### config.mk
export PLATFORM = sky130hd
export DESIGN_NAME = nubus_mem_arbiter_flat
export DESIGN_NICKNAME = d
export VERILOG_FILES = /design/src/rtl/nubus_mem_arbiter_pkg.sv /design/src/rtl/nubus_mem_arbiter_if.sv /design/src/rtl/nubus_mem_arbiter_rr.sv /design/src/rtl/nubus_mem_arbiter.sv /design/src/flat_wrapper.sv
export SDC_FILE = /design/constraint.sdc
export NUM_CORES = 1
export LEC_CHECK = 0
export BUFFER_PORTS_ARGS = -buffer_cell sky130_fd_sc_hd__buf_2
export CAP_MARGIN = 15
export CORE_AREA = 4 4 119 121
export CTS_CLUSTER_SIZE = 25
export DETAILED_ROUTE_END_ITERATION = 16
export DIE_AREA = 0 0 123 125
export PLACE_DENSITY = 0.43
export REMOVE_ABC_BUFFERS = 1
export SYNTH_ARGS = -nofsm -noshare
export SYNTH_HDL_FRONTEND = slang
export SYNTH_SLANG_ARGS = --single-unit
### constraint.sdc
create_clock -name mem_clk -period 2.4 [get_ports mem_clk]
set_input_delay 0.12 -clock mem_clk [delete_from_list [all_inputs] [get_ports mem_clk]]
set_output_delay 0.12 -clock mem_clk [all_outputs]
set_load 0.05 [all_outputs]
### src/rtl/nubus_mem_arbiter_pkg.sv
// Shared types and constants for the NuBus memory arbiter.
// Imported by the picker and the arbiter top.
package nubus_mem_arb_pkg;

  typedef enum logic [1:0] {
    IDLE = 2'd0,
    BUSY = 2'd1,
    TURN = 2'd2
  } arb_state_t;

  localparam int REQ_A = 0;
  localparam int REQ_B = 1;

  localparam logic [1:0] GRANT_NONE = 2'b00;

  // Read data is only forwarded to a granted reader; everyone else sees zero.
  function automatic logic [31:0] gate_rdata(input logic en, input logic [31:0] data);
    return en ? data : 32'h0;
  endfunction

endpackage

### src/rtl/nubus_mem_arbiter_if.sv
// Requester A, requester B and memory-port signals of the arbiter.
// slave = the arbiter's view; master = the surrounding requesters and memory.
interface nubus_mem_arbiter_if;

  logic        a_valid;
  logic [3:0]  a_write;
  logic [31:0] a_addr;
  logic [31:0] a_wdata;
  logic [31:0] a_rdata;
  logic        a_ready;
  logic        a_err;

  logic        b_valid;
  logic [3:0]  b_write;
  logic [31:0] b_addr;
  logic [31:0] b_wdata;
  logic [31:0] b_rdata;
  logic        b_ready;
  logic        b_err;

  logic        m_valid;
  logic [3:0]  m_write;
  logic [31:0] m_addr;
  logic [31:0] m_wdata;
  logic [31:0] m_rdata;
  logic        m_ready;
  logic [1:0]  m_wait_clocks;
  logic [1:0]  grant_o;

  modport slave (
    input  a_valid, a_write, a_addr, a_wdata,
    output a_rdata, a_ready, a_err,
    input  b_valid, b_write, b_addr, b_wdata,
    output b_rdata, b_ready, b_err,
    output m_valid, m_write, m_addr, m_wdata,
    input  m_rdata, m_ready,
    output m_wait_clocks, grant_o
  );

  modport master (
    output a_valid, a_write, a_addr, a_wdata,
    input  a_rdata, a_ready, a_err,
    output b_valid, b_write, b_addr, b_wdata,
    input  b_rdata, b_ready, b_err,
    input  m_valid, m_write, m_addr, m_wdata,
    output m_rdata, m_ready,
    input  m_wait_clocks, grant_o
  );

endinterface

### src/rtl/nubus_mem_arbiter_rr.sv
// Two-way winner picker: round-robin or fixed A priority on contention.
// Holds the last-served pointer, updated only when a grant is taken.
module nubus_mem_arb_rr
  import nubus_mem_arb_pkg::*;
#(
  parameter int PRIORITY_MODE = 0
) (
  input  logic       clk,
  input  logic       rst,
  input  logic [1:0] req,
  input  logic       take,
  output logic [1:0] winner,
  output logic       win_vld
);

  logic last_b;

  always_comb begin
    winner = GRANT_NONE;
    if (req[REQ_A] && req[REQ_B]) begin
      if (PRIORITY_MODE != 0 || last_b)
        winner[REQ_A] = 1'b1;
      else
        winner[REQ_B] = 1'b1;
    end else begin
      winner = req;
    end
  end

  assign win_vld = |req;

  // Reset to "B last served" so A wins the first contested grant.
  always_ff @(posedge clk or posedge rst) begin
    if (rst)
      last_b <= 1'b1;
    else if (take && win_vld)
      last_b <= winner[REQ_B];
  end

endmodule

### src/rtl/nubus_mem_arbiter.sv
// Shares one memory slave port between requesters A and B with an
// IDLE -> BUSY -> TURN sequence, per-requester wait states and timeout abort.
module nubus_mem_arbiter
  import nubus_mem_arb_pkg::*;
#(
  parameter int         PRIORITY_MODE = 0,
  parameter logic [1:0] WAIT_A        = 2'd1,
  parameter logic [1:0] WAIT_B        = 2'd0,
  parameter int         TIMEOUT       = 15,
  parameter int         TIMEOUT_W     = 4
) (
  input logic mem_clk,
  input logic mem_reset,
  nubus_mem_arbiter_if.slave bus
);

  // Counter value seen during the last BUSY cycle before abort.
  localparam logic [TIMEOUT_W-1:0] TO_LAST = TIMEOUT_W'(TIMEOUT - 1);

  arb_state_t           state;
  logic [1:0]           grant;
  logic [TIMEOUT_W-1:0] tcnt;

  logic       gnt_a;
  logic       gnt_b;
  logic       sel_valid;
  logic       done;
  logic       tmo;
  logic       pick;
  logic [1:0] winner;
  logic       win_vld;

  assign pick = (state == IDLE);

  nubus_mem_arb_rr #(
    .PRIORITY_MODE(PRIORITY_MODE)
  ) u_rr (
    .clk     (mem_clk),
    .rst     (mem_reset),
    .req     ({bus.b_valid, bus.a_valid}),
    .take    (pick),
    .winner  (winner),
    .win_vld (win_vld)
  );

  always_comb begin
    gnt_a     = (state == BUSY) && grant[REQ_A];
    gnt_b     = (state == BUSY) && grant[REQ_B];
    sel_valid = (gnt_a && bus.a_valid) || (gnt_b && bus.b_valid);
    done      = sel_valid && bus.m_ready;
    tmo       = (TIMEOUT != 0) && sel_valid && !bus.m_ready && (tcnt == TO_LAST);
  end

  // Memory side follows the granted requester; all zero outside BUSY.
  always_comb begin
    bus.m_valid       = sel_valid;
    bus.m_write       = 4'h0;
    bus.m_addr        = 32'h0;
    bus.m_wdata       = 32'h0;
    bus.m_wait_clocks = 2'd0;
    if (gnt_a) begin
      bus.m_write       = bus.a_write;
      bus.m_addr        = bus.a_addr;
      bus.m_wdata       = bus.a_wdata;
      bus.m_wait_clocks = WAIT_A;
    end else if (gnt_b) begin
      bus.m_write       = bus.b_write;
      bus.m_addr        = bus.b_addr;
      bus.m_wdata       = bus.b_wdata;
      bus.m_wait_clocks = WAIT_B;
    end
  end

  always_comb begin
    bus.a_ready = gnt_a && done;
    bus.b_ready = gnt_b && done;
    bus.a_err   = gnt_a && tmo;
    bus.b_err   = gnt_b && tmo;
    bus.a_rdata = gate_rdata(gnt_a && (bus.a_write == 4'h0), bus.m_rdata);
    bus.b_rdata = gate_rdata(gnt_b && (bus.b_write == 4'h0), bus.m_rdata);
  end

  assign bus.grant_o = grant;

  always_ff @(posedge mem_clk or posedge mem_reset) begin
    if (mem_reset) begin
      state <= IDLE;
      grant <= GRANT_NONE;
      tcnt  <= '0;
    end else begin
      case (state)
        IDLE: begin
          if (win_vld) begin
            state <= BUSY;
            grant <= winner;
            tcnt  <= '0;
          end
        end
        BUSY: begin
          // Completion, abort and requester withdrawal all end in TURN.
          if (!sel_valid || done || tmo) begin
            state <= TURN;
            grant <= GRANT_NONE;
          end else begin
            tcnt <= tcnt + 1'b1;
          end
        end
        TURN: begin
          state <= IDLE;
        end
        default: begin
          state <= IDLE;
          grant <= GRANT_NONE;
        end
      endcase
    end
  end

endmodule

### src/flat_wrapper.sv
// flat-port wrapper written by rule: the top's interface ports become plain ports
module nubus_mem_arbiter_flat import nubus_mem_arb_pkg::*;
#(
  parameter int         PRIORITY_MODE = 0,
  parameter logic [1:0] WAIT_A        = 2'd1,
  parameter logic [1:0] WAIT_B        = 2'd0,
  parameter int         TIMEOUT       = 15,
  parameter int         TIMEOUT_W     = 4
)
  (mem_clk, mem_reset, bus_a_valid, bus_a_write, bus_a_addr, bus_a_wdata, bus_a_rdata, bus_a_ready, bus_a_err, bus_b_valid, bus_b_write, bus_b_addr, bus_b_wdata, bus_b_rdata, bus_b_ready, bus_b_err, bus_m_valid, bus_m_write, bus_m_addr, bus_m_wdata, bus_m_rdata, bus_m_ready, bus_m_wait_clocks, bus_grant_o);
  nubus_mem_arbiter_if bus_i ();
  input logic mem_clk;
  input logic mem_reset;
  input wire logic [$bits(bus_i.a_valid)-1:0] bus_a_valid;
  input wire logic [$bits(bus_i.a_write)-1:0] bus_a_write;
  input wire logic [$bits(bus_i.a_addr)-1:0] bus_a_addr;
  input wire logic [$bits(bus_i.a_wdata)-1:0] bus_a_wdata;
  output wire logic [$bits(bus_i.a_rdata)-1:0] bus_a_rdata;
  output wire logic [$bits(bus_i.a_ready)-1:0] bus_a_ready;
  output wire logic [$bits(bus_i.a_err)-1:0] bus_a_err;
  input wire logic [$bits(bus_i.b_valid)-1:0] bus_b_valid;
  input wire logic [$bits(bus_i.b_write)-1:0] bus_b_write;
  input wire logic [$bits(bus_i.b_addr)-1:0] bus_b_addr;
  input wire logic [$bits(bus_i.b_wdata)-1:0] bus_b_wdata;
  output wire logic [$bits(bus_i.b_rdata)-1:0] bus_b_rdata;
  output wire logic [$bits(bus_i.b_ready)-1:0] bus_b_ready;
  output wire logic [$bits(bus_i.b_err)-1:0] bus_b_err;
  output wire logic [$bits(bus_i.m_valid)-1:0] bus_m_valid;
  output wire logic [$bits(bus_i.m_write)-1:0] bus_m_write;
  output wire logic [$bits(bus_i.m_addr)-1:0] bus_m_addr;
  output wire logic [$bits(bus_i.m_wdata)-1:0] bus_m_wdata;
  input wire logic [$bits(bus_i.m_rdata)-1:0] bus_m_rdata;
  input wire logic [$bits(bus_i.m_ready)-1:0] bus_m_ready;
  output wire logic [$bits(bus_i.m_wait_clocks)-1:0] bus_m_wait_clocks;
  output wire logic [$bits(bus_i.grant_o)-1:0] bus_grant_o;
  assign bus_i.a_valid = bus_a_valid;
  assign bus_i.a_write = bus_a_write;
  assign bus_i.a_addr = bus_a_addr;
  assign bus_i.a_wdata = bus_a_wdata;
  assign bus_a_rdata = bus_i.a_rdata;
  assign bus_a_ready = bus_i.a_ready;
  assign bus_a_err = bus_i.a_err;
  assign bus_i.b_valid = bus_b_valid;
  assign bus_i.b_write = bus_b_write;
  assign bus_i.b_addr = bus_b_addr;
  assign bus_i.b_wdata = bus_b_wdata;
  assign bus_b_rdata = bus_i.b_rdata;
  assign bus_b_ready = bus_i.b_ready;
  assign bus_b_err = bus_i.b_err;
  assign bus_m_valid = bus_i.m_valid;
  assign bus_m_write = bus_i.m_write;
  assign bus_m_addr = bus_i.m_addr;
  assign bus_m_wdata = bus_i.m_wdata;
  assign bus_i.m_rdata = bus_m_rdata;
  assign bus_i.m_ready = bus_m_ready;
  assign bus_m_wait_clocks = bus_i.m_wait_clocks;
  assign bus_grant_o = bus_i.grant_o;
  nubus_mem_arbiter #(.PRIORITY_MODE(PRIORITY_MODE), .WAIT_A(WAIT_A), .WAIT_B(WAIT_B), .TIMEOUT(TIMEOUT), .TIMEOUT_W(TIMEOUT_W)) u_core (.mem_clk(mem_clk), .mem_reset(mem_reset), .bus(bus_i));
endmodule
==> results.yml <==
power:
  finalPower_w: 0.00270
  internal_power_w: 0.00101
  p_per_area_nw_per_um2: 776
  seq_power_share_pct: 10.2
  swShare_pct: 62.6
  p_comb_share_pct: 78.8
  leakagePower_nw: 2.17
  peakVddDrop_v: 0.000607
  p_switching_w: 0.00169
  clockPowerShare_pct: 11.0
place:
  routabilityCongestion: 0.885
  dpl.hpwl_um: 10200
  dpl_cell_area_um2: 3380
  dp.cells: 687
  port_buffers: 312
setup_path:
  crit_path_end: "bus_m_wdata[19]"
  rr_endpoint: "u_core.tcnt[3]$_DFFE_PP0P_"
  cp-start-kind: "flop"
  path_cells: "nor2b_4, nand2_1, inv_2, buf_12, a22o_1, buf_2"
  cpMaxStageDelayCell: "dfrtp_1"
  ff2ff_setup_slack_ns: 0.72
  max_stage_delay_ns: 0.40
  arrival_ns: 2.01
  reg2reg_from: "u_core.tcnt[0]$_DFFE_PP0P_"
  critPathRequiredTime_ns: 2.28
  crit_fanout: 69
  rr_worst_depth: 6
  crit_start: "u_core.state[0]$_DFFE_PP0P_"
  crit_path_end_kind: "output port"
  critPathKind: "flop to output port"
clock_tree:
  clkTransAtPathRegs_ns: 0.04
  clock_latency_ns: 0.23
  root_buffer: "clkbuf_16"
  hold_buffers: 1
  cts_resized: 0
  cts.sinks: 9
  cts_made_buffers: 3
  post_cts_buffers: 0
  cts_tree: "built"
  h-tree-depth: 1
  cts_buffer_depth: 2
grt:
  first_global_vias: 2704
  grt_use_total_pct: 13.6
  met3_usage_pct: 3.66
  met2_usage_pct: 21.9
  overflow: 0
  grt_max_degree: 70
  grt_antenna_before_repair: 3
  busiest_layer: "met2"
  grtUsageMet1_pct: 18.9
  grt_pass1_wl_um: 16400
timing:
  setup_viol: 0
  hold_viol: 0
  slew_headroom_pct: 66.6
  rsz0062_at_grt: "false"
  max_freq_mhz: 469
  finClkSkew_ns: 0.00333
  maxSlewViolCount: 0
  fin_crit_ns: 2.13
  finalCritPeriodShare_pct: 88.9
  worst_slew_pin_slew_ns: 0.496
die:
  initial_core_util_pct: 12.7
  top_level_ports: 314
  chipHeight_um: 125
  die-area_um2: 15400
  row_count: 42
  core_um2: 13100
  die_width_um: 123
drt:
  vias: 2885
  wl_per_cell_um: 17.3
  avgViaCountPerCell: 4.16
  first_pass_iters: 4
  drc: 0
  routed_wirelength_um: 12000
  first_iter_violations: 164
  postRouteAntennaNets: 0
logic_synthesis:
  yosys_warnings: 0
  synth_seq_cells: 9
  syn_inst: 217
  synth_cell_type_count: 33
  post_synth_instance_area_um2: 1660
  syn_avg_cell_area_um2: 7.66
  synth-seq-area-share_pct: 13.6
layout:
  stdcell_count: 693
  drive_gt1_share_pct: 63.6
  nNetsFinal: 692
  syn_to_final_growth_pct: 109
  fin_area_um2: 3470
min_path:
  worstHoldPathType: "input port to flop"
outcome:
  outcome: "complete, no violations"
run:
  maxCapViolCount: 0
-- final cells by class --
cell class / instances / area [um2]
clock inverters: 1 / 5.00
inverters: 7 / 26.3
diodes: 1 / 2.50
fillers: 1464 / 9610
clock buffers: 3 / 75.1
flip-flops and latches: 9 / 226
well taps: 176 / 220
repair buffers: 318 / 1630
multi-input cells: 178 / 1280
-- per-stage QoR --
stage,worst slack [ns],TNS [ns],utilization [%],hold slack [ns]
after floorplan,-0.458,-31.75,-,-0.0528
after global placement,0.538,0,25.8,0.104
after detailed placement,0.515,0,25.8,0.109
after CTS,0.260,0,26.5,0.118
after global routing,0.167,0,26.5,0.124
final,0.266,0,26.5,0.121
-- layout by cell type (no fill, tap or decap), types with 3 or more instances in the layout --
| cell | count |
|---|---|
| and2_1 | 64 |
| a22o_1 | 69 |
| nor2_1 | 4 |
| dfrtp_1 | 8 |
| o21ai_0 | 4 |
| nand2_1 | 5 |
| buf_4 | 3 |
| buf_2 | 312 |
| clkbuf_16 | 3 |
| a31oi_1 | 3 |
| nand3_1 | 4 |
| inv_1 | 6 |
-- cells by family after synthesis --
group | after synthesis | synth area share, %
other cells | 1 | 0.226
buf+inv | 30 | 9.49
fa+ha+maj | 2 | 1.51
compound gates | 83 | 41.5
simple gates | 92 | 33.7
flops | 9 | 13.6
-- registers in the layout, indices dropped and copies added (netlist names) --
signal	flops
u_core.u_rr.last_b	1
u_core.state	2
u_core.bus.grant_o	2
u_core.tcnt	4
-- power groups by stage --
| stage | Sequential [W] | Clock, W | Combinational, W |
|---|---|---|---|
| finish | 0.000276 | 0.000295 | 0.00212 |
| detailed placement | 0.000276 | 0 | 0.00213 |
| global placement | 0.000274 | 0 | 0.00213 |
| global route | 0.000286 | 0.000308 | 0.00223 |
| CTS | 0.000275 | 0.000299 | 0.00214 |
| floorplan | 0.000313 | 0 | 0.00147 |
-- layer usage --
metal	vias up	wire length (um)
met4	4	80
li1	1398	-
met3	11	1270
met5	-	26
met2	154	5440
met1	1318	5160
-- worst max-delay path, delay by kind of cell (launching register included) --
family | cells | cell delay (ns)
DFF | 1 | 0.40
buffers and inverters | 3 | 0.68
and+or+nand+nor | 2 | 0.35
AOI/OAI and AO/OA | 1 | 0.30
-- worst min path at each step --
stage	from	to	slack, ns	depth (start not counted)
finish	bus_a_valid	u_core.u_rr.last_b$_DFFE_PP1P_	0.12	2
global placement	mem_reset	u_core.bus.grant_o[1]$_DFFE_PP0P_	0.10	2
detailed placement	mem_reset	u_core.bus.grant_o[1]$_DFFE_PP0P_	0.11	2
floorplan	mem_reset	u_core.bus.grant_o[0]$_DFFE_PP0P_	-0.05	1
global route	bus_a_valid	u_core.u_rr.last_b$_DFFE_PP1P_	0.12	2
CTS	bus_a_valid	u_core.u_rr.last_b$_DFFE_PP1P_	0.12	2
-- synthesized netlist by cell type --
library cell,instances,area share [%]
nor2b_1,1,0.38
o22ai_1,1,0.38
nor3b_1,1,0.45
o31ai_1,1,0.45
nand2b_1,2,0.75
nand2_1,5,1.1
buf_2,9,2.7
a21boi_1,1,0.45
nand4_1,1,0.38
dfrtp_1,8,12
or4_1,2,0.90
or3_1,1,0.38
conb_1,1,0.23
clkbuf_2,6,1.8
a31oi_1,3,1.1
nor2_2,3,1.1
dfstp_2,1,1.6
buf_4,7,3.2
ha_1,2,1.5
a21oi_1,2,0.60
nand3_1,4,1.2
o211ai_1,1,0.45
nor4_1,2,0.75
clkbuf_1,1,0.23
nor2b_4,1,0.83
and2_1,64,24
o21ai_0,4,1.2
inv_2,1,0.23
o21a_1,1,0.45
inv_1,6,1.4
nand2_2,1,0.38
a22o_1,69,36
nor2_1,4,0.90
No activity file was read; power rests on OpenSTA's default activity.
